--- src/rtl/raster_reader_640.sv ---
// raster_reader_640
// Frame-buffer raster reader. On a start pulse it walks the frame buffer in
// row-major order (one linear address per issued read). It retimes the RAM
// returns (1-cycle latency) into a valid/ready pixel stream tagged with
// column, row, end-of-line and end-of-frame.
//
// Ports:
//   clk, reset        single clock, synchronous active-high reset
//   start             one-cycle frame request, ignored while busy or on done
//   busy, done        frame in progress / one-cycle completion pulse
//   rd_en, rd_addr    RAM read strobe and address
//   rd_data           RAM data, valid the cycle after rd_en
//   m_valid, m_ready  output stream handshake
//   m_data, m_col, m_row, m_eol, m_eof   output beat payload and tags
module raster_reader_640 #(
  parameter int IMG_W  = 640,
  parameter int IMG_H  = 640,
  parameter int DATA_W = 24,
  parameter int ADDR_W = 19
) (
  input  logic              clk,
  input  logic              reset,
  input  logic              start,
  output logic              busy,
  output logic              done,
  output logic              rd_en,
  output logic [ADDR_W-1:0] rd_addr,
  input  logic [DATA_W-1:0] rd_data,
  output logic              m_valid,
  input  logic              m_ready,
  output logic [DATA_W-1:0] m_data,
  output logic [9:0]        m_col,
  output logic [9:0]        m_row,
  output logic              m_eol,
  output logic              m_eof
);

  localparam int               NPIX      = IMG_W * IMG_H;
  localparam logic [ADDR_W-1:0] LAST_ADDR = ADDR_W'(NPIX - 1);
  localparam logic [9:0]       LAST_COL  = 10'(IMG_W - 1);
  localparam logic [9:0]       LAST_ROW  = 10'(IMG_H - 1);
  localparam int               EW        = DATA_W + 22;  // {data, col, row, eol, eof}

  typedef enum logic [1:0] {IDLE, RUN, DRAIN} state_t;

  state_t      state;
  logic [9:0]  col_cnt;
  logic [9:0]  row_cnt;

  // Tags travel one stage behind the read so they line up with rd_data.
  logic        inflight;
  logic [9:0]  tag_col;
  logic [9:0]  tag_row;
  logic        tag_eol;
  logic        tag_eof;

  // Two-entry output FIFO.
  logic [EW-1:0] fifo_mem [2];
  logic          wr_ptr;
  logic          rd_ptr;
  logic [1:0]    count;

  logic push;
  logic pop;
  logic credit_ok;

  assign push    = inflight;
  assign m_valid = (count != 2'd0);
  assign pop     = m_valid & m_ready;

  // A read may issue only if its return is guaranteed a FIFO slot, counting
  // the beat that leaves this cycle. Including pop keeps one beat per cycle.
  assign credit_ok = ({1'b0, count} + {2'b00, inflight}) < (3'd2 + {2'b00, pop});
  assign rd_en     = (state == RUN) && credit_ok;

  assign {m_data, m_col, m_row, m_eol, m_eof} = fifo_mem[rd_ptr];

  // Control FSM and issue counters.
  always_ff @(posedge clk) begin
    if (reset) begin
      state   <= IDLE;
      busy    <= 1'b0;
      done    <= 1'b0;
      rd_addr <= '0;
      col_cnt <= '0;
      row_cnt <= '0;
    end else begin
      done <= 1'b0;
      case (state)
        IDLE: begin
          // The done cycle is already IDLE; a start there is still ignored.
          if (start && !done) begin
            state   <= RUN;
            busy    <= 1'b1;
            rd_addr <= '0;
            col_cnt <= '0;
            row_cnt <= '0;
          end
        end
        RUN: begin
          if (rd_en) begin
            rd_addr <= rd_addr + ADDR_W'(1);
            if (col_cnt == LAST_COL) begin
              col_cnt <= '0;
              row_cnt <= row_cnt + 10'd1;
            end else begin
              col_cnt <= col_cnt + 10'd1;
            end
            if (rd_addr == LAST_ADDR) state <= DRAIN;
          end
        end
        DRAIN: begin
          if (pop && m_eof) begin
            state <= IDLE;
            busy  <= 1'b0;
            done  <= 1'b1;
          end
        end
        default: state <= IDLE;
      endcase
    end
  end

  // Read-return tag pipeline.
  always_ff @(posedge clk) begin
    if (reset) begin
      inflight <= 1'b0;
      tag_col  <= '0;
      tag_row  <= '0;
      tag_eol  <= 1'b0;
      tag_eof  <= 1'b0;
    end else begin
      inflight <= rd_en;
      if (rd_en) begin
        tag_col <= col_cnt;
        tag_row <= row_cnt;
        tag_eol <= (col_cnt == LAST_COL);
        tag_eof <= (col_cnt == LAST_COL) && (row_cnt == LAST_ROW);
      end
    end
  end

  // FIFO pointers and occupancy; push+pop together leaves count unchanged.
  always_ff @(posedge clk) begin
    if (reset) begin
      wr_ptr <= 1'b0;
      rd_ptr <= 1'b0;
      count  <= 2'd0;
    end else begin
      if (push) wr_ptr <= ~wr_ptr;
      if (pop)  rd_ptr <= ~rd_ptr;
      case ({push, pop})
        2'b10:   count <= count + 2'd1;
        2'b01:   count <= count - 2'd1;
        default: count <= count;
      endcase
    end
  end

  // FIFO storage; cleared on reset so the stream outputs read back as zero.
  generate
    for (genvar gi = 0; gi < 2; gi++) begin : g_fifo
      always_ff @(posedge clk) begin
        if (reset) begin
          fifo_mem[gi] <= '0;
        end else if (push && (wr_ptr == 1'(gi))) begin
          fifo_mem[gi] <= {rd_data, tag_col, tag_row, tag_eol, tag_eof};
        end
      end
    end
  endgenerate

endmodule
--- config.mk ---
export PLATFORM = sky130hd
export DESIGN_NAME = raster_reader_640
export DESIGN_NICKNAME = d
export VERILOG_FILES = /design/src/rtl/raster_reader_640.sv
export SDC_FILE = /design/constraint.sdc
export NUM_CORES = 1
export LEC_CHECK = 0
export BUFFER_PORTS_ARGS = -buffer_cell sky130_fd_sc_hd__buf_2
export CELL_PAD_IN_SITES_DETAIL_PLACEMENT = 1
export CELL_PAD_IN_SITES_GLOBAL_PLACEMENT = 2
export CORE_MARGIN = 3
export CORE_UTILIZATION = 41
export DETAILED_ROUTE_END_ITERATION = 6
export PLACE_DENSITY = 0.92
export SYNTH_ARGS = -nofsm -noshare
export SYNTH_HDL_FRONTEND = slang
export SYNTH_SLANG_ARGS = --single-unit
export TNS_END_PERCENT = 1
--- constraint.sdc ---
create_clock -name clk -period 4.2 [get_ports clk]
set_clock_uncertainty 0.1 [all_clocks]
set_input_delay 0 -clock clk [delete_from_list [all_inputs] [get_ports clk]]
set_output_delay 0 -clock clk [all_outputs]
set_load 0.05 [all_outputs]
==> results_dict.tcl, run 1 <==
set metrics [dict create \
    postCtsSetupBuffers 0 \
    syn_to_final_growth_pct 20.3 \
    synth_top_cells_by_count "and2_1 (93), edfxtp_1 (92), dfxtp_1 (71), nand2_1 (62), a21oi_1 (49)" \
    syn_nets 668 \
    slew_headroom_pct 22.4 \
    hold_class "in2reg" \
    cts_resized 0 \
    finalSetupViolations 0 \
    die_h_um 138 \
    pre_cts_ws_ps 1270 \
    critical_path_buf_inv_count 2 \
    rsz0062_at_grt "false" \
    pwr-share-comb_pct 18.0 \
    switchingPower_mw 1.26 \
    synth_top_area_share_pct 38.4 \
    rr_startpoint "inflight$_SDFF_PP0_" \
    postCtsHoldBufs 25 \
    p_leak_nw 3.32 \
    cts_root_buf "clkbuf_16" \
    grt_pass1_wl_um 29600 \
    switching_share_pct 30.6 \
    ant_nets 0 \
    place_congestion 0.796 \
    synth_xor_xnor_area_share_pct 1.46 \
    cp-end-kind "primary output" \
    clk_path_buf_depth 2 \
    synth_cell_types 65 \
    hold_viol_final 0 \
    initial_core_util_pct 42.6 \
    power.density_mw_per_mm2 476 \
    worstMarginPinSlew_ps 1160 \
    finalCritPeriodShare_pct 79.8 \
    grt_pass1_vias 5547 \
    syn_inst 634 \
    diodes 0 \
    ys_seq_area_share_pct 58.2 \
    power_frac_seq_pct 44.5 \
    power_mw 4.11 \
    clk_pin_slew_ps 60 \
    drive_gt1_share_pct 25.9 \
    slowest_delay_ps 660 \
    drt-vias-per-instance 5.37 \
    clkPwrFrac_pct 37.5 \
    path_depth 6 \
    worstPathCellList "ha_1 -> ha_1 -> nor2_1 -> nand2_1 -> inv_2 -> buf_2" \
    antenna_found_initial 0 \
    period_needed_ps 3350 \
    crit_required_ps 4100 \
    yosysTopAreaCell "edfxtp_1" \
    io_buffers 96 \
    cts_sinks 163 \
    utilization_pct 51.2 \
    ios 97 \
    vdd_ir_drop_max_mv 0.310 \
    cp-startpoint "inflight$_SDFF_PP0_" \
    ff2ff_path_depth 7 \
    worst-path-max-fanout 26 \
    core_sq_mm 0.0169 \
    fin_tns_setup_ps 0 \
    insertion_delay_ps 430 \
    dieArea_sq_mm 0.0192 \
    synth_compound_area_share_pct 9.39 \
    initialDrtViolationCount 233 \
    syn-cell-area_sq_mm 0.00719 \
    dr.pass1.iters 4 \
    stdcell_count 977 \
    num_vias 5248 \
    crit_path_end "rd_en" \
    synth-simple-area-share_pct 19.8 \
    cts-htree-levels 4 \
    rows 47 \
    die_w_um 138 \
    grt_overflow 0 \
    grt_usage_pct 19.3 \
    synth_adder_area_share_pct 1.04 \
    setup_ws_ps 847 \
    synthMuxAreaShare_pct 7.37 \
    drc 0 \
    grt_max_degree 47 \
    tritoncts "done" \
    synth_top_family_by_area "simple AND/OR/NAND/NOR gates" \
    avgSynthCellArea_sq_um 11.3 \
    power.internal_mw 2.85 \
    ys_warn_count 0 \
    drv_slew 0 \
    rrSetupSlack_ps 1160 \
    worst_path_max_delay_cell "nand2_1" \
    start_kind "flip-flop" \
    crit_family "simple AND/OR/NAND/NOR gates" \
    ys.flop_type "edfxtp_1" \
    synth_seq_cells 163 \
    hpwlAfterDp_um 11700 \
    synth_edf_count 92 \
    wl_per_cell_um 18.9 \
    fmax_ghz 0.298 \
    drt_wl_total_um 18500 \
    yosysMostFrequentCell "and2_1" \
    crit_path_frequent_cell "ha_1" \
    reg2reg_to "tag_row[9]$_SDFFE_PP0P_" \
    crit_type "reg2out" \
    crit_arrival_ps 3250 \
    yosys-top-cells-area "edfxtp_1 (38%), dfxtp_1 (20%), and2_1 (8.1%)" \
    ys_async_sr_fraction_pct 0 \
    numCtsBuffers 17 \
    place_inst 920 \
    drv_cap 0 \
    nNetsFinal 778 \
    worstHoldPathCells 4 \
    status "completed" \
]
## layer usage
metal | vias up | GRT usage (%) | share of wire, % | wire length, um
met5 | - | 0 | 0 | 0
met4 | 0 | 5.72 | 1.2 | 224
met3 | 19 | 4.07 | 3.9 | 721
met2 | 118 | 34.3 | 51 | 9370
met1 | 2616 | 23.5 | 44 | 8180
li1 | 2495 | - | - | -
## layout by cell type, fill, tap and decap left out, types with 10 or more instances in the layout
master	Yosys	final
a21oi_1	49	49
and2_1	93	93
buf_2	5	96
clkbuf_16	0	17
dfxtp_1	71	70
dlygate4sd3_1	0	25
edfxtp_1	92	92
mux2_2	47	47
nand2_1	62	62
nand3_1	19	19
nand4_1	10	10
nor2_1	34	34
o21ai_1	12	12
## state kept, by name, indices dropped and copies added, names as in the netlist, 2 cells and up, named ones only
| register | flops |
|---|---|
| col_cnt | 10 |
| count | 2 |
| fifo_mem | 92 |
| rd_addr | 19 |
| row_cnt | 10 |
| state | 2 |
| tag_col | 10 |
| tag_row | 10 |
## metrics by stage
step / cell area, sq um / hold WS [ps]
after global routing: 8640 / 69.7
after detailed placement: 7810 / 196
final: 8640 / 41.6
after CTS: 8640 / 27.7
after floorplan: 7190 / 98.2
after global placement: 7810 / 185
## tightest hold or removal path, delay by kind of cell
family / cells / cell delay [ps]
xor gates and xnor gates: 1 / 200
AOI/OAI and AO/OA: 1 / 160
buffers and inverters: 1 / 90
and+or+nand+nor: 1 / 80
## logic make-up after synthesis
family                   after synthesis
AO/OA/AOI/OAI                        106
adder cells (fa/ha/maj)                6
XOR/XNOR                              12
multiplexers                          47
flip-flops                           163
buffers and inverters                 40
AND/OR/NAND/NOR                      260
## power groups by stage
stage / Sequential, mW / Clock [mW] / Combinational, mW
2_1_floorplan: 1.82 / 0 / 0.592
3_3_place_gp: 1.86 / 0 / 0.702
3_5_place_dp: 1.86 / 0 / 0.718
4_1_cts: 1.83 / 1.57 / 0.741
5_1_grt: 1.84 / 1.64 / 0.778
6_report: 1.83 / 1.54 / 0.740
## final cells by class
type	instances	area [sq um]
Inverter	8	35.0
Tap cell	220	275
Timing Repair Buffer	123	746
Clock buffer	18	429
Multi-Input combinational cell	431	2820
Sequential cell	163	4190
Fill cell	1825	8230
Clock inverter	14	151
## worst min path at each step
stage / endpoint / startpoint
after floorplan: fifo_mem[0][22]$_SDFFCE_PN0P_ / rd_data[0]
after global placement: fifo_mem[0][41]$_SDFFCE_PN0P_ / rd_data[19]
after detailed placement: fifo_mem[0][32]$_SDFFCE_PN0P_ / rd_data[10]
after CTS: rd_ptr$_SDFFE_PP0P_ / m_ready
after global routing: rd_ptr$_SDFFE_PP0P_ / m_ready
final: rd_ptr$_SDFFE_PP0P_ / m_ready
Note: power is estimated with default switching activity, not from simulation.
==> run 2: changes to the inputs <==
CORE_UTILIZATION = 34   (was 41)
PLACE_DENSITY = 0.82   (was 0.92)
clock period = 2.9 ns   (was 4.2 ns; I/O delays follow)
==> results_dict.tcl, run 2 (synthesis gave the netlist of run 1 again) <==
set metrics [dict create \
    finalCritPeriodShare_pct 93.4 \
    period_needed_ps 2710 \
    clk_pin_slew_ps 60 \
    start_kind "flip-flop" \
    drt-vias-per-instance 5.03 \
    core_sq_mm 0.0205 \
    initial_core_util_pct 35.1 \
    drt_wl_total_um 17500 \
    crit_required_ps 2800 \
    crit_type "reg2out" \
    fin_area_sq_mm 0.00875 \
    top_register "fifo_mem" \
    place_inst 979 \
    syn_to_final_growth_pct 21.8 \
    setup_ws_ps 192 \
    rsz0062_at_grt "false" \
    slew_headroom_pct 25.3 \
    numCtsBuffers 17 \
    fin_tns_setup_ps 0 \
    grt_overflow 0 \
    finalSetupViolations 0 \
    placed_cell_area_sq_mm 0.00794 \
    grt_usage_pct 15.5 \
    insertion_delay_ps 420 \
    hpwlAfterDp_um 12000 \
    dieArea_sq_mm 0.0229 \
    power.density_mw_per_mm2 665 \
    io_buffers 96 \
    die_h_um 151 \
    cp-startpoint "inflight$_SDFF_PP0_" \
    cts_resized 0 \
    cp-end-kind "primary output" \
    fin_hold_ws_ps 13.6 \
    clk_path_buf_depth 2 \
    grt_pass1_wl_um 28100 \
    crit_arrival_ps 2610 \
    slowest_delay_ps 400 \
    place_congestion 0.780 \
    worst-path-max-fanout 22 \
    filler_cell_count 2241 \
    min_from "m_ready" \
    largest_reg_flops 92 \
    dr.pass1.iters 4 \
    ios 97 \
    layout_commonest_cell "buf_2" \
    drc 0 \
    stdcell_count 1037 \
    grt_max_degree 47 \
    crit_path_frequent_cell "ha_1" \
    worstMarginPinSlew_ps 1120 \
    worst_path_max_delay_cell "nor2_1" \
    status "completed" \
    rr_startpoint "inflight$_SDFF_PP0_" \
    crit_family "buffers and inverters" \
    ant_nets 0 \
    hold_viol_final 0 \
    cts_sinks 163 \
    vdd_ir_drop_max_mv 0.394 \
    grt_pass1_vias 5481 \
    top_regs "fifo_mem (92), rd_addr (19)" \
    rows 52 \
    pre_cts_ws_ps 358 \
    cts-htree-levels 4 \
    antenna_found_initial 0 \
    drive_gt1_share_pct 27.0 \
    utilization_pct 42.7 \
    tritoncts "done" \
    nNetsFinal 788 \
    power_mw 5.82 \
    drv_slew 0 \
    die_w_um 151 \
    worstPathCellList "ha_1 -> ha_1 -> nor2_1 -> nand2_1 -> inv_2 -> buf_2" \
    wl_per_cell_um 16.9 \
    critical_path_buf_inv_count 2 \
    diodes 0 \
    fmax_ghz 0.369 \
    p_leak_nw 3.36 \
    mostFrequentLayoutCells "buf_2 (96), and2_1 (93), edfxtp_1 (92)" \
    hold_class "in2reg" \
    num_vias 5215 \
    initialDrtViolationCount 217 \
    cts_root_buf "clkbuf_16" \
    drv_cap 0 \
]
run 2: cell types whose count changed in the layout (fill, tap and decap cells not counted), sizes merged:
cell         delta
buf             +9
bufinv          -2
clkinv          -2
clkinvlp        +1
dlygate4sd3     +1
inv             +3
run 2: final cells by class:
class	count	area, sq um	area share (%)
inverters	8	35.0	0.400
flip-flops and latches	163	4190	47.8
clock buffers	18	429	4.90
multi-input cells	431	2820	32.2
clock inverters	14	119	1.36
well taps	270	338	3.86
repair buffers	133	823	9.41
run 2: final timing paths:
check                             end  slack [ps]  cells after the start
min               rd_ptr$_SDFFE_PP0P_          10                      4
min reg2reg   tag_row[3]$_SDFFE_PP0P_         370                      2
max                             rd_en         190                      6
max reg2reg  rd_addr[13]$_SDFFE_PP0P_         340                      6
run 2: metal layers:
| layer | vias up | track usage [%] | routed length, um |
|---|---|---|---|
| met4 | 0 | 3.67 | 184 |
| met2 | 122 | 27.0 | 8350 |
| met3 | 14 | 3.77 | 835 |
| met5 | - | 0 | 0 |
| li1 | 2514 | - | - |
| met1 | 2565 | 19.5 | 8160 |
run 2: worst reg2reg max path: cells and delay by family (launching register included):
family,cells,cell delay (ps)
compound gates,4,1480
flops,1,360
fa+ha+maj,2,530
run 2: power by group:
| group | internal (mW) | switching, mW | leakage [nW] |
|---|---|---|---|
| Clock | 1.12 | 0.972 | 0.270 |
| Sequential | 2.54 | 0.0636 | 1.53 |
| Combinational | 0.323 | 0.795 | 1.56 |
run 2: repair_timing:
action / CTS / global route
hold buffers: 26 / 0
setup buffers: 0 / 0
hold endpoints to repair: 65 / 0
setup endpoints to repair: 0 / 0
